File: src/rtl/multicycle_pkg.sv
// Shared definitions for the multi-cycle RISC-V sequencer.
//   state_e        : FSM state encodings (also driven on state_out)
//   instr_class_e  : instruction class produced by opcode_classifier
//   wb_sel_e       : register-bank write-back source select
//   fault_e        : fault codes reported when the FSM halts
//   OP_*           : RV32I major opcodes (IR[6:0])
package multicycle_pkg;

    typedef enum logic [2:0] {
        S_IDLE      = 3'd0,
        S_FETCH     = 3'd1,
        S_DECODE    = 3'd2,
        S_EXECUTE   = 3'd3,
        S_MEMORY    = 3'd4,
        S_WRITEBACK = 3'd5,
        S_HALT      = 3'd6
    } state_e;

    typedef enum logic [2:0] {
        CLS_ALU, CLS_LOAD, CLS_STORE, CLS_BRANCH,
        CLS_JUMP, CLS_UPPER, CLS_SYSTEM, CLS_ILLEGAL
    } instr_class_e;

    typedef enum logic [1:0] {
        WB_ALU = 2'd0,
        WB_MEM = 2'd1,
        WB_PC4 = 2'd2
    } wb_sel_e;

    typedef enum logic [1:0] {
        FLT_NONE    = 2'd0,
        FLT_ILLEGAL = 2'd1,
        FLT_TIMEOUT = 2'd2
    } fault_e;

    localparam logic [6:0] OP_ALU_R  = 7'b0110011;
    localparam logic [6:0] OP_ALU_I  = 7'b0010011;
    localparam logic [6:0] OP_LOAD   = 7'b0000011;
    localparam logic [6:0] OP_STORE  = 7'b0100011;
    localparam logic [6:0] OP_BRANCH = 7'b1100011;
    localparam logic [6:0] OP_JAL    = 7'b1101111;
    localparam logic [6:0] OP_JALR   = 7'b1100111;
    localparam logic [6:0] OP_LUI    = 7'b0110111;
    localparam logic [6:0] OP_AUIPC  = 7'b0010111;
    localparam logic [6:0] OP_SYSTEM = 7'b1110011;

    // Wait-cycle counter width; covers MEM_TIMEOUT up to 65535.
    localparam int TMO_W = 16;

endpackage

File: src/rtl/opcode_classifier.sv
// Combinational opcode -> instruction class decode.
//   opcode : IR[6:0]
//   cls    : instruction class; anything not listed is CLS_ILLEGAL
module opcode_classifier
    import multicycle_pkg::*;
(
    input  logic [6:0]   opcode,
    output instr_class_e cls
);

    always_comb begin
        cls = CLS_ILLEGAL;
        case (opcode)
            OP_ALU_R, OP_ALU_I: cls = CLS_ALU;
            OP_LOAD:            cls = CLS_LOAD;
            OP_STORE:           cls = CLS_STORE;
            OP_BRANCH:          cls = CLS_BRANCH;
            OP_JAL, OP_JALR:    cls = CLS_JUMP;
            OP_LUI, OP_AUIPC:   cls = CLS_UPPER;
            OP_SYSTEM:          cls = CLS_SYSTEM;
            default:            cls = CLS_ILLEGAL;
        endcase
    end

endmodule

File: src/rtl/multicycle_sequencer.sv
// Control FSM for the multi-cycle RISC-V core:
// FETCH -> DECODE -> EXECUTE -> [MEMORY] -> [WRITEBACK] -> FETCH.
//   stage_clk, reset          : clock, async active-low reset
//   start                     : leave IDLE
//   opcode, rd                : IR fields (opcode only sampled in DECODE)
//   branch_taken, mem_ready   : datapath / memory status
//   mem_req/mem_we/mem_addr_sel : memory request interface
//   ir_we, pc_we, pc_sel, rf_we, wb_sel : datapath enables and selects
//   busy, halted, fault, state_out      : Moore status from registered state
//   instr_count               : retired-instruction counter (wraps)
module multicycle_sequencer
    import multicycle_pkg::*;
#(
    parameter int MEM_TIMEOUT = 255,
    parameter int CNT_W       = 32
) (
    input  logic             stage_clk,
    input  logic             reset,
    input  logic             start,
    input  logic [6:0]       opcode,
    input  logic [4:0]       rd,
    input  logic             branch_taken,
    input  logic             mem_ready,
    output logic             mem_req,
    output logic             mem_we,
    output logic             mem_addr_sel,
    output logic             ir_we,
    output logic             pc_we,
    output logic             pc_sel,
    output logic             rf_we,
    output logic [1:0]       wb_sel,
    output logic             busy,
    output logic             halted,
    output logic [1:0]       fault,
    output logic [2:0]       state_out,
    output logic [CNT_W-1:0] instr_count
);

    // Last wait count before the limit: a not-ready cycle seen here is the
    // MEM_TIMEOUT-th wait and faults; a ready cycle here still completes.
    localparam logic [TMO_W-1:0] TMO_LAST = TMO_W'(MEM_TIMEOUT - 1);

    state_e            state_q, state_d;
    fault_e            fault_q, fault_d;
    instr_class_e      cls_q, cls_dec;
    logic [TMO_W-1:0]  tmo_q;
    logic              retire;

    opcode_classifier u_cls (
        .opcode (opcode),
        .cls    (cls_dec)
    );

    always_comb begin
        state_d      = state_q;
        fault_d      = fault_q;
        retire       = 1'b0;
        mem_req      = 1'b0;
        mem_we       = 1'b0;
        mem_addr_sel = 1'b0;
        ir_we        = 1'b0;
        pc_we        = 1'b0;
        pc_sel       = 1'b0;
        rf_we        = 1'b0;
        wb_sel       = WB_ALU;
        case (state_q)
            S_IDLE: if (start) state_d = S_FETCH;
            S_FETCH: begin
                mem_req = 1'b1;
                if (mem_ready) begin
                    ir_we   = 1'b1;
                    state_d = S_DECODE;
                end else if (tmo_q == TMO_LAST) begin
                    state_d = S_HALT;
                    fault_d = FLT_TIMEOUT;
                end
            end
            S_DECODE: begin
                case (cls_dec)
                    CLS_SYSTEM:  state_d = S_HALT;
                    CLS_ILLEGAL: begin
                        state_d = S_HALT;
                        fault_d = FLT_ILLEGAL;
                    end
                    default:     state_d = S_EXECUTE;
                endcase
            end
            S_EXECUTE: begin
                case (cls_q)
                    CLS_LOAD, CLS_STORE: state_d = S_MEMORY;
                    CLS_BRANCH: begin
                        pc_we   = 1'b1;
                        pc_sel  = branch_taken;
                        retire  = 1'b1;
                        state_d = S_FETCH;
                    end
                    default: state_d = S_WRITEBACK;
                endcase
            end
            S_MEMORY: begin
                mem_req      = 1'b1;
                mem_addr_sel = 1'b1;
                mem_we       = (cls_q == CLS_STORE);
                if (mem_ready) begin
                    if (cls_q == CLS_STORE) begin
                        pc_we   = 1'b1;
                        retire  = 1'b1;
                        state_d = S_FETCH;
                    end else begin
                        state_d = S_WRITEBACK;
                    end
                end else if (tmo_q == TMO_LAST) begin
                    state_d = S_HALT;
                    fault_d = FLT_TIMEOUT;
                end
            end
            S_WRITEBACK: begin
                rf_we   = (rd != 5'd0);
                pc_we   = 1'b1;
                pc_sel  = (cls_q == CLS_JUMP);
                retire  = 1'b1;
                state_d = S_FETCH;
                if (cls_q == CLS_LOAD)      wb_sel = WB_MEM;
                else if (cls_q == CLS_JUMP) wb_sel = WB_PC4;
            end
            default: ;  // HALT: only reset leaves
        endcase
    end

    always_ff @(posedge stage_clk or negedge reset) begin
        if (!reset) begin
            state_q     <= S_IDLE;
            fault_q     <= FLT_NONE;
            cls_q       <= CLS_ILLEGAL;
            tmo_q       <= '0;
            instr_count <= '0;
        end else begin
            state_q <= state_d;
            fault_q <= fault_d;
            if (state_q == S_DECODE) cls_q <= cls_dec;
            // Any state change (including entry to FETCH/MEMORY) restarts the wait count.
            if (state_d != state_q)
                tmo_q <= '0;
            else if ((state_q == S_FETCH || state_q == S_MEMORY) && !mem_ready)
                tmo_q <= tmo_q + TMO_W'(1);
            if (retire) instr_count <= instr_count + CNT_W'(1);
        end
    end

    assign state_out = state_q;
    assign busy      = (state_q != S_IDLE) && (state_q != S_HALT);
    assign halted    = (state_q == S_HALT);
    assign fault     = fault_q;

endmodule

File: config.mk
export PLATFORM = sky130hd
export DESIGN_NAME = multicycle_sequencer
export DESIGN_NICKNAME = d
export VERILOG_FILES = /design/src/rtl/multicycle_pkg.sv /design/src/rtl/opcode_classifier.sv /design/src/rtl/multicycle_sequencer.sv
export SDC_FILE = /design/constraint.sdc
export NUM_CORES = 1
export LEC_CHECK = 0
export BUFFER_PORTS_ARGS = -buffer_cell sky130_fd_sc_hd__buf_2
export CORE_MARGIN = 2
export CORE_UTILIZATION = 35
export DETAILED_ROUTE_END_ITERATION = 6
export GPL_ROUTABILITY_DRIVEN = 0
export SETUP_SLACK_MARGIN = 0.5
export SYNTH_ARGS = -nofsm -noshare
export SYNTH_HDL_FRONTEND = slang
export SYNTH_HIERARCHICAL = 1
export SYNTH_SLANG_ARGS = --single-unit
File: constraint.sdc
create_clock -name stage_clk -period 4.8 [get_ports stage_clk]
set_input_delay 0 -clock stage_clk [delete_from_list [all_inputs] [get_ports stage_clk]]
set_output_delay 0 -clock stage_clk [all_outputs]
set_load 0.02 [all_outputs]
# After elaboration in Yosys (flattened, before gate mapping)
# Cells that the tools add are included.
word_totals:
  reg_bits: 56
  input_bits: 17
  output_inout_bits: 48
  word_cells: 81
op_classes:
  addsub: 2
  eq_ne: 28
  n_mux: 30
  n_reduce_logical: 16
op_table:
  columns: ["cell", "n"]
  rows:
  - ["$add 32x1->32 const B", 1]
  - ["$mux 16", 2]
  - ["$eq 7x7->1 const B", 4]
  - ["$eq 7x6->1 const B", 3]
  - ["$pmux 3 s7", 1]
  - ["$eq 3x3->1 const B", 6]
  - ["$mux 3", 6]
  - ["$pmux 3 s6", 1]
  - ["$add 16x1->16 const B", 1]
  - ["$eq 16x8->1 const B", 1]
  - ["$eq 7x5->1 const B", 2]
  - ["$eq 3x2->1 const B", 4]
  - ["$mux 2", 6]
  - ["$reduce_or 2->1", 6]
  - ["$mux 1", 10]
  - ["$eq 7x2->1 const B", 1]
  - ["$eq 3x1->1 const B", 2]
  - ["$pmux 3 s2", 1]
  - ["$reduce_bool 5->1", 1]
  - ["$ne 2x1->1 const B", 2]
  - ["$pmux 2 s2", 1]
  - ["$reduce_and 4->1", 1]
  - ["$reduce_bool 2->1", 2]
  - ["$logic_not 3->1", 1]
  - ["9 further kinds", 10]

# Longest topological paths before layout
logic_depth:
  ltp_word: 9
  ltp_mapped: 9
  ltp_nobuf: 8

# By module
# Netlist, hierarchy kept.
modules_own_cells:
  columns: ["mod", "n_inst", "cells_per_inst", "area_each_um2", "seq_area_each_um2"]
  rows:
  - ["multicycle_sequencer", 1, 293, 2961.6, 1405.1]
  - ["opcode_classifier", 1, 12, 105.1, 0.0]

# Worst setup path after synthesis
# Ideal clock, no wire load.
synth_timing:
  path_type: "flip-flop to flip-flop"
  start: "reg tmo_q[12]"
  end: "reg tmo_q[10]"
  setup_ns: 0.119
  arrival_ns: 2.008
  required_time_ns: 4.681
  path_slack_ns: 2.674
  stages_incl_launch_ff: 7
  n_path_buf: 1
  synth_period_minus_slack_ns: 2.126
  path_cell_list: "dfrtp_1 or4_4 nor4_4 nor4_2 o311ai_4 buf_6 nor2_1"
synth_between:
  elab_chain_len: 6
  word_cells_on_any_way: 8
  classes_between: "2 x eq/ne; 5 x mux; 1 x reduce/logical"
synth_rtl:
  columns: ["element", "line", "rtl"]
  rows:
  - ["from (decl)", "multicycle_sequencer.sv:46", "logic [TMO_W-1:0] tmo_q;"]
  - ["from (signal assigned)", "multicycle_sequencer.sv:145", "tmo_q <= tmo_q + TMO_W'(1);"]
  - ["$eq 16x8->1 *", "multicycle_sequencer.sv:73, multicycle_sequencer.sv:112", null]
  - ["$mux 3 *", "multicycle_sequencer.sv:73, multicycle_sequencer.sv:112", null]
  - ["$mux 3 (on tied branches)", "multicycle_sequencer.sv:104, multicycle_sequencer.sv:70", null]
  - ["$pmux 3 s6 *", "multicycle_sequencer.sv:66", "case (state_q)"]
  - ["$ne 3x3->1 *", "multicycle_sequencer.sv:142", "if (state_d != state_q)"]
  - ["$mux 16 / $reduce_bool 2->1 (equally long branches)", null, null]
# Every way passes the cells marked *; elsewhere a longest branch is shown, timed or not.
# A chain may end at the register's enable or synchronous reset.

# Worst setup path after layout
layout_timing:
  start: "reg cls_q[1]"
  end: "reg instr_count[27]"
layout_between:
  elab_chain_len: 4
  word_cells_on_any_way: 6
  classes_between: "2 x eq/ne; 4 x mux"
layout_rtl:
  columns: ["element", "line", "rtl"]
  rows:
  - ["from (decl)", "multicycle_sequencer.sv:45", "instr_class_e cls_q, cls_dec;"]
  - ["from (signal assigned)", "multicycle_sequencer.sv:140", "if (state_q == S_DECODE) cls_q <= cls_dec;"]
  - ["$eq 3x2->1", "multicycle_sequencer.sv:105", "if (cls_q == CLS_STORE) begin"]
  - ["$mux 1", "multicycle_sequencer.sv:105", null]
  - ["$mux 1", "multicycle_sequencer.sv:104", "if (mem_ready) begin"]
  - ["$pmux 1 s3 *", "multicycle_sequencer.sv:66", null]
  - ["to (signal assigned)", "multicycle_sequencer.sv:146", "if (retire) instr_count <= instr_count + CNT_W'(1);"]
  - ["to (decl)", "multicycle_sequencer.sv:36", "output logic [CNT_W-1:0] instr_count"]
# Marks and branches as above.

==> metrics <==
outcome=finished clean; CTS tree=yes; Leak=0.001631 µW; Comb power frac=0.374; worst hold margin=0.05946 ns; FP Rows=34; normalized max-slew margin=0.2843; port bufs=64; vias in the first global route=between 2000 and 2500; diode count=0; sequential element share of the synthesized area=0.4582; P_sw=about 600 µW; Clock Tree Buf Depth=2; Skew-Pair Late Insertion Delay=0.31 ns; Final period util=0.5309; Worst-Margin Slew=1.072 ns; number of H-tree levels=2; drt first pass iters=4; cells after synthesis=slightly above 300; Area after DPL=~0.0035 mm²; Initial Utilization=0.3569; Ys Warns=6; Total Wirelength=6645 µm; Switching Share=0.4196; Reg clk slew, reported paths=between 0.1 and 0.15 ns; Die X=97.61 µm; family with the most delay on the worst path=simple AND/OR/NAND/NOR gates; Layout area overhead=16.44%; Synth Register Bits=56; critical path launch point type=flop; post-synthesis cell type count=58; share of layout cells above drive strength 1=0.2634; cell area after layout=about 0.0036 mm²; ys flop type=dfrtp_1; Worst setup EP type=flop; Seq pwr share=0.446; Peak VDD IR=0.2211 mV; Final setup violation count=0; clock buffer count from CTS=5; remaining global-route overflow=0; clock sink total=56; core region area=0.008593 mm²; via count=roughly 2400; Internal Power=829.0 µW; final worst path period need=2.548 ns; post-CTS setup buffer count=0; slowest cell on the critical path=dfstp_2; Routed Antenna Nets=0; clock power share=0.180; Slew Limit Fails=0; die span in y=97.61 µm; Synthesized Nets=325; maxcap violations=0; first-pass GRT wire length=~12000 µm; Remaining DRCs=0; Hold Path Class=in2reg; DR iter-0 viols=144; Clock Skew=0.01109 ns; WS Path Type=reg2reg; PwrDens=between 300 and 400 mW/mm²; EDFF count, synth=0; setup TNS=0 ns; Total GRT Usage=0.1451; ys async rst share=1.000; CP Cell Sequence=or3b_2 > o21ai_2 > o2111ai_1 > nor4_1 > xor2_1; CP required=5.05 ns; fmax=392.4 MHz; I/O pin total=65; initial antenna violation count=0; crit path max fanout=14; post-synthesis cell area=between 0.003 and 0.004 mm²; DP HPWL=~4800 µm; WP buf/inv=0; post-CTS sizing=0; wire per inst=13.84 µm; RSZ-0062 raised after global routing=false; Largest stage delay, worst path=between 0.5 and 0.6 ns; largest net degree at the start of global routing=57; Fin. Hold Viols=0; Root Buffer=clkbuf_8; worst path arrival time=2.80 ns; vias per inst=between 5 and 6; Syn Area/Cell=~10 µm²; Final nets=391; full die area=0.009527 mm²
[metrics by stage]
step                        util  setup WS, ns  total power [µW]  instances
final                     0.4156         2.252              1428        480
after global routing      0.4156         1.963              1530        480
after CTS                 0.4156         2.198              1444        480
after detailed placement  0.4042         2.213              1180        471
after global placement    0.4042         2.259              1175        471
after floorplan                -         2.674              1042        305
[repair_timing]
item                                   4_1_cts  5_1_grt
setup endpoints to repair                    0        0
endpoints found under the hold margin       53        0
hold buffers                                 1        0
[path summary, 6_finish.rpt]
kind | start | endpoint | slack [ns] | cells past startpoint
min in group asynchronous | reset | fault[0] | 0.35 | 3
setup / recovery | cls_q[1] | instr_count[27] | 2.25 | 5
hold reg to reg | instr_count[31] | instr_count[31] | 0.49 | 1
setup reg to reg | cls_q[1] | instr_count[27] | 2.25 | 5
hold / removal | opcode[1] | cls_q[0] | 0.06 | 3
max in group asynchronous | reset | instr_count[0] | 4.00 | 3
[power groups by stage]
stage | Clock [µW] | Sequential, µW | Combinational, µW
global route | 289 | 651 | 591
floorplan | 0 | 641 | 402
finish | 257 | 636 | 534
global placement | 0 | 638 | 536
CTS | 268 | 634 | 543
detailed placement | 0 | 643 | 537
[layer usage]
layer,global-route usage,share of wire,vias up
met5,0,0,-
met4,0.03098,0.0045,0
met3,0.03381,0.041,4
met2,0.2276,0.45,49
met1,0.2056,0.50,1143
li1,-,-,1212
[cells by family after synthesis]
kind of cell    synth area share
flops                     0.4582
xor+xnor                  0.1342
compound gates           0.07956
fa+ha+maj                0.01224
mux                      0.01102
simple gates              0.2766
buf+inv                  0.02815
[worst reg2reg max path, stage by stage, from the launching register on]
cell and delay [ns]:
dfstp_2 0.58, or3b_2 0.51, o21ai_2 0.21, o2111ai_1 0.51
nor4_1 0.52, xor2_1 0.17
[area by class of cell]
cell class	instances	area, µm²
Multi-Input combinational cell	234	1575
Clock buffer	5	68.82
Tap cell	108	135.1
Fill cell	858	5022
Timing Repair Buffer	66	337.8
Sequential cell	56	1405
Inverter	8	30.03
Clock inverter	3	18.77
[cells in the final DEF, fill, tap and decap left out, types with 3 or more instances in the layout]
master	netlist	final
xor2_1	23	23
a21oi_1	7	7
mux2_2	3	3
clkbuf_8	1	5
dfrtp_1	53	53
and4_1	6	6
nand3b_1	3	3
or3_1	3	3
dfstp_2	3	3
buf_2	1	64
nor2b_1	3	3
nand2_1	26	26
nor2_1	35	35
o21ai_0	4	4
nand4_1	9	9
xnor2_1	24	24
ha_1	3	3
and2b_2	3	3
and3_1	5	5
nor4b_1	3	3
inv_1	8	8
nor3_1	12	12
nor4_1	7	7
nand3_1	15	15
and2_1	3	3
[state kept, by name, indices dropped and copies added (netlist names)]
register and flops:
instr_count 32, tmo_q 16, fault 2, state_out 3
cls_q 3
[cells in the mapped netlist, types with 3 or more instances]
cell type | number | area, µm²
nand4_1 | 9 | 56.30
or3_1 | 3 | 18.77
mux2_2 | 3 | 33.78
nor4_1 | 7 | 43.79
nor2_1 | 35 | 131.4
and3_1 | 5 | 31.28
xor2_1 | 23 | 201.4
ha_1 | 3 | 37.54
nor4b_1 | 3 | 26.28
and2b_2 | 3 | 26.28
and4_1 | 6 | 52.55
nand3b_1 | 3 | 22.52
xnor2_1 | 24 | 210.2
nand2_1 | 26 | 97.59
dfstp_2 | 3 | 78.83
nand3_1 | 15 | 75.07
nor3_1 | 12 | 60.06
inv_1 | 8 | 30.03
nor2b_1 | 3 | 18.77
dfrtp_1 | 53 | 1326
a21oi_1 | 7 | 35.03
and2_1 | 3 | 18.77
o21ai_0 | 4 | 20.02
Note: power is estimated with default switching activity, not from simulation.
